### src/rtl/display_scan.sv
// rtl/display_scan.sv - multiplexed seven-segment scan driver with frame-aligned loads
// Feeds one digit per DIV cycles to the display7 decoder; new values take effect only at frame wrap.
module display_scan #(
    parameter int DIGITS = 8,
    parameter int DIV    = 100000
) (
    input  logic                  iClk,
    input  logic                  iRst,
    input  logic                  iLoad,
    input  logic [4*DIGITS-1:0]   iValue,
    input  logic                  iBlankLZ,
    output logic [3:0]            oDigit,
    output logic [DIGITS-1:0]     oAnode,
    output logic                  oFrame
);
    localparam int CW = $clog2(DIV);
    localparam int IW = $clog2(DIGITS);

    logic [CW-1:0]         cnt_q, cnt_d;
    logic [IW-1:0]         idx_q, idx_d;
    logic [4*DIGITS-1:0]   disp_q, disp_d;
    logic [4*DIGITS-1:0]   pend_q, pend_d;
    logic                  pvalid_q, pvalid_d;
    logic                  frame_q, frame_d;

    logic                  tick;
    logic                  boundary;
    logic [4*DIGITS-1:0]   upper;
    logic                  blank;

    assign tick     = (cnt_q == CW'(DIV - 1));
    assign boundary = tick && (idx_q == IW'(DIGITS - 1));

    always_comb begin
        cnt_d    = tick ? '0 : cnt_q + 1'b1;
        idx_d    = idx_q;
        disp_d   = disp_q;
        pend_d   = pend_q;
        pvalid_d = pvalid_q;
        frame_d  = boundary;
        if (tick) begin
            idx_d = (idx_q == IW'(DIGITS - 1)) ? '0 : idx_q + 1'b1;
        end
        // A load on the boundary itself bypasses the pending register.
        if (boundary) begin
            if (iLoad) begin
                disp_d = iValue;
            end else if (pvalid_q) begin
                disp_d = pend_q;
            end
            pvalid_d = 1'b0;
        end else if (iLoad) begin
            pend_d   = iValue;
            pvalid_d = 1'b1;
        end
    end

    always_ff @(posedge iClk) begin
        if (iRst) begin
            cnt_q    <= '0;
            idx_q    <= '0;
            disp_q   <= '0;
            pend_q   <= '0;
            pvalid_q <= 1'b0;
            frame_q  <= 1'b0;
        end else begin
            cnt_q    <= cnt_d;
            idx_q    <= idx_d;
            disp_q   <= disp_d;
            pend_q   <= pend_d;
            pvalid_q <= pvalid_d;
            frame_q  <= frame_d;
        end
    end

    // Digits at and above idx all zero means this digit is a leading zero.
    assign upper  = disp_q >> {idx_q, 2'b00};
    assign blank  = iBlankLZ && (idx_q != '0) && (upper == '0);
    assign oDigit = disp_q[{idx_q, 2'b00} +: 4];
    assign oAnode = blank ? '1 : ~(DIGITS'(1) << idx_q);
    assign oFrame = frame_q;
endmodule

### config.mk
export PLATFORM = sky130hd
export DESIGN_NAME = display_scan
export DESIGN_NICKNAME = d
export VERILOG_FILES = /design/src/rtl/display_scan.sv
export SDC_FILE = /design/constraint.sdc
export NUM_CORES = 1
export LEC_CHECK = 0
export CAP_MARGIN = 20
export CORE_AREA = 10 10 103 105
export DETAILED_ROUTE_END_ITERATION = 8
export DIE_AREA = 0 0 113 115
export PLACE_DENSITY = 0.71
export SLEW_MARGIN = 20
export SYNTH_ARGS = -nofsm -noshare
export SYNTH_HDL_FRONTEND = slang
export SYNTH_SLANG_ARGS = --single-unit
### constraint.sdc
create_clock -name iClk -period 2.9 [get_ports iClk]
set_input_delay 0.58 -clock iClk [delete_from_list [all_inputs] [get_ports iClk]]
set_output_delay 0.58 -clock iClk [all_outputs]
set_load 0.005 [all_outputs]
Word level (Yosys, flattened, before mapping). Cells that the tools add are included.

Register bits: 86. Latch bits: 0. Bits in writable memories: 0. ROM bits: 0. Bits of input ports: 36. Output and inout bits: 13. Logic and storage cells: 29. Memories kept: 0.

Add/subtract/negate cells: 2. $mul: 0. Divide/modulo/power cells: 0. Order comparisons: 0. Equality and inequality tests: 2. Shift operators: 3. Multiplexer cells: 4. Bitwise gates (word level): 2. Reduce and logical (&&, ||, !) cells: 10.

Operators by type and width (number): $mux 32 (2); $logic_not 32->1 (1); $shiftx 32x6->4 (1); $shr 32x5->32 (1); $add 17x1->17 const B (1); $eq 17x17->1 const B (1); $mux 8 (1); $not 8->8 (1); $shl 1x3->8 const A (1); $reduce_and 2->1 (2); $reduce_or 2->1 (2); $add 3x1->3 const B (1); $eq 3x3->1 const B (1); $logic_and 1x1->1 (3); $mux 3 (1); $reduce_bool 3->1 (1); $reduce_bool 2->1 (1); $not 1->1 (1).

Logic depth before layout (Yosys ltp).
Depth in word-level cells: 4. Depth in mapped cells: 9. Gate-level depth less buffers: 6.

Worst setup path before layout. OpenSTA, ideal clock, no wires.

Path type: register to output. Start: register idx_q[1]. End: output port oAnode[1]. Arrival: 2333 ps. Data required time: 2320 ps. Setup slack: -13 ps. Cell stages (with the launch flop): 10. Path buffers: 3. Path through: dfxtp_1 -> buf_2 -> buf_2 -> buf_1 -> inv_1 -> ha_1 -> or3_1 -> a211oi_1 -> a21oi_1 -> o311ai_1.

Word-level cells in the longest chain between the ends: 4.

RTL lines: start: declaration (line 20) `logic [IW-1:0] idx_q, idx_d;`; start signal: assignment (line 68) `idx_q <= idx_d;`; $shr 32x5->32 / $reduce_bool 3->1 (equally long branches) (line 77, 78); $logic_not 32->1 / $logic_and 1x1->1 (equally long branches) (line 78) `assign blank = iBlankLZ && (idx_q != '0) && (upper == '0);`; $logic_and 1x1->1 (line 78); $mux 8 * (line 80) `assign oAnode = blank ? '1 : ~(DIGITS'(1) << idx_q);`; end: declaration (line 13) `output logic [DIGITS-1:0] oAnode,`.

Every way passes the cells marked *; elsewhere a longest branch is shown, timed or not.

Final worst setup path.
Start: register idx_q[0]. End: output port oAnode[1].

Same word-level chain as after synthesis.

==> results_dict.tcl <==
set metrics [dict create \
    status "finished, violations left" \
    violations "negative setup slack" \
    gp_congestion 0.889 \
    wl_um 10200 \
    crit_path_top_delay_cell "mux4_2" \
    syn_area_um2 4160 \
    wl_per_cell_um 15.9 \
    syn_area_per_cell_um2 9.46 \
    clock_skew_ps 10.2 \
    die_w_um 113 \
    cts_tree "done" \
    antennaDiodeCount 0 \
    hold_path_class "register to register" \
    dieArea_um2 13000 \
    async_reset_ff_share_pct 0 \
    final.setup.tns_ps -1520 \
    netlist_top_cells_area "dfxtp_1 (41%), mux2i_1 (16%), nor2_1 (8.7%)" \
    ir_drop_v 0.000273 \
    power_uw 2220 \
    fin_crit_ps 3170 \
    nets 572 \
    portBuffers 48 \
    finalNonFillerCells 642 \
    synth_edf_count 0 \
    hold_viol 0 \
    p_leak_uw 0.00218 \
    worstSetupEndpointType "output pin" \
    period_share_pct 109 \
    holdBufCountCts 0 \
    dr.pass1.iters 4 \
    antenna_left 0 \
    dp_hpwl_um 7460 \
    cts-root-buf "clkbuf_8" \
    max_freq_ghz 0.316 \
    critPathLaunchType "register" \
    setup_slack_ps -267 \
    die_h_um 115 \
    cp_slowest_stage_delay_ps 510 \
    clockBufferDepth 2 \
    cp_top_family "multiplexers" \
    yosysWarningCount 0 \
    ys_ff_latch 86 \
    synth_largest_area_cell "dfxtp_1" \
    clock-sinks 86 \
    drc 0 \
    yosysMostFrequentCell "nor2_1" \
    netlist_instances 440 \
    whs_ps 469 \
    maxSlewViolCount 0 \
    worstSkewPairLatency_ps 360 \
    io-pin-count 49 \
    drive_gt1_share_pct 20.2 \
    drtIter0Drc 124 \
    relSlewSlack_pct 58.3 \
    antenna_found_initial 0 \
    grt_setup_unrepaired "yes" \
    seq_area_frac_synth_pct 41.4 \
    grt_start_max_net_pins 43 \
    path_buf_inv 2 \
    start_util_pct 48.7 \
    rows 34 \
    postLayoutCellArea_um2 5360 \
    cp.arrival_ps 2590 \
    syn_nets 483 \
    cts_buffers 9 \
    worstSetupPathType "register to output pin" \
    yosys_most_used_dff "dfxtp_1" \
    max-cap-violations 0 \
    fillers 732 \
    placedCellCount 617 \
    grt_pass1_wl_um 17000 \
    grt_overflow_total 0 \
    vias 3521 \
    setup_violations 7 \
    worst_slew_pin_slew_ps 619 \
    worstPathMaxFanout 7 \
    p_per_area_nw_per_um2 415 \
    required_ps 2320 \
    grtUsageTotal_pct 15.7 \
    area_growth_pct 28.8 \
    core_um2 8550 \
    viasPerCell 5.48 \
    grt_pass1_vias 3509 \
    path_cells "mux4_2, mux2_4, a2111oi_4, nand3_2, buf_6, o311ai_4, buf_2" \
    synth_common_cells "nor2_1 (97), dfxtp_1 (86), mux2i_1 (65), a211oi_1 (38), clkbuf_1 (17)" \
    cts.clk_slew.worst_paths_ps 80 \
    netlist.area_leader.share_pct 41.4 \
    synth.distinct_cells 46 \
    dpl_cell_area_um2 5020 \
    htreeDepth 3 \
]
[cell type report]
cell class / count / area, µm² / area share [%]
sequential: 86 / 1730 / 32.2
inverter: 6 / 22.5 / 0.420
clock inverter: 4 / 47.5 / 0.887
tap: 108 / 135 / 2.52
multi-input combinational: 318 / 2360 / 44.1
timing repair buffer: 108 / 928 / 17.3
clock buffer: 12 / 135 / 2.52
[per-layer routing]
layer,vias to the layer above,wire length [µm],GRT usage (%)
met2,70,4810,25.3
met4,0,219,6.77
li1,1764,-,-
met1,1668,4700,19.3
met5,-,0,0
met3,19,446,4.06
[path summary, 6_finish.rpt]
check | from | endpoint | slack [ps] | depth (start not counted)
worst max-delay path | idx_q[0]$_SDFFE_PP0N_ | oAnode[1] | -270 | 7
worst min-delay path | cnt_q[0]$_SDFF_PP0_ | cnt_q[0]$_SDFF_PP0_ | 470 | 1
worst max register to register | idx_q[0]$_SDFFE_PP0N_ | pend_q[8]$_SDFFE_PP0P_ | 470 | 9
worst min register to register | cnt_q[0]$_SDFF_PP0_ | cnt_q[0]$_SDFF_PP0_ | 470 | 1
[state kept, by name, summed over array words and instances (netlist names)]
name,cells
cnt_q,17
disp_q,32
idx_q,3
oFrame,1
pend_q,32
pvalid_q,1
[stage by stage]
step                      util [%]  setup WS, ps
final                         62.7          -267
after global routing          62.7          -375
after CTS                     61.9          -198
after detailed placement      58.8          -441
after global placement        58.8          -384
after floorplan                  -           107
[placed cells by master, fill, tap and decap left out, types with 7 or more instances in the layout]
cell / instances
nor2_1: 96
dfxtp_1: 84
mux2i_1: 65
buf_4: 53
a211oi_1: 37
clkdlybuf4s50_1: 36
nand2_1: 12
nor3_1: 10
nand3_1: 9
xor2_1: 9
clkbuf_8: 9
buf_2: 9
mux4_2: 8
nor4_1: 7
ha_1: 7
[worst reg2reg max path, cell delays in order, from the launching register on]
cell and delay (ps):
dfxtp_4 410, buf_4 150, buf_6 130, ha_1 170, ha_1 290, inv_1 180, o31ai_4 290, buf_4 380
mux2i_1 260, nor2_1 50
[logic make-up after synthesis]
kind of cell,Yosys count,synth area share (%)
flip-flops,86,41.4
AO/OA/AOI/OAI,65,11.4
AND/OR/NAND/NOR,155,17.0
buffers and inverters,36,4.09
XOR/XNOR,15,3.16
adder cells (fa/ha/maj),7,2.10
multiplexers,76,20.9
[power breakdown]
group	switching, µW	leakage [µW]	internal (µW)	total [µW]
clock network	410	0.0000904	396	807
logic	89.2	0.00138	102	191
registers	15.9	0.000701	1210	1230
[repair_timing]
action / in CTS / in global routing
endpoints found under the hold margin: 0 / 0
resized for setup: 44 / 9
endpoints found under the setup margin: 10 / 10
pin swaps: 6 / 2
buffers inserted: 7 / 2
No activity file was read; power rests on OpenSTA's default activity.
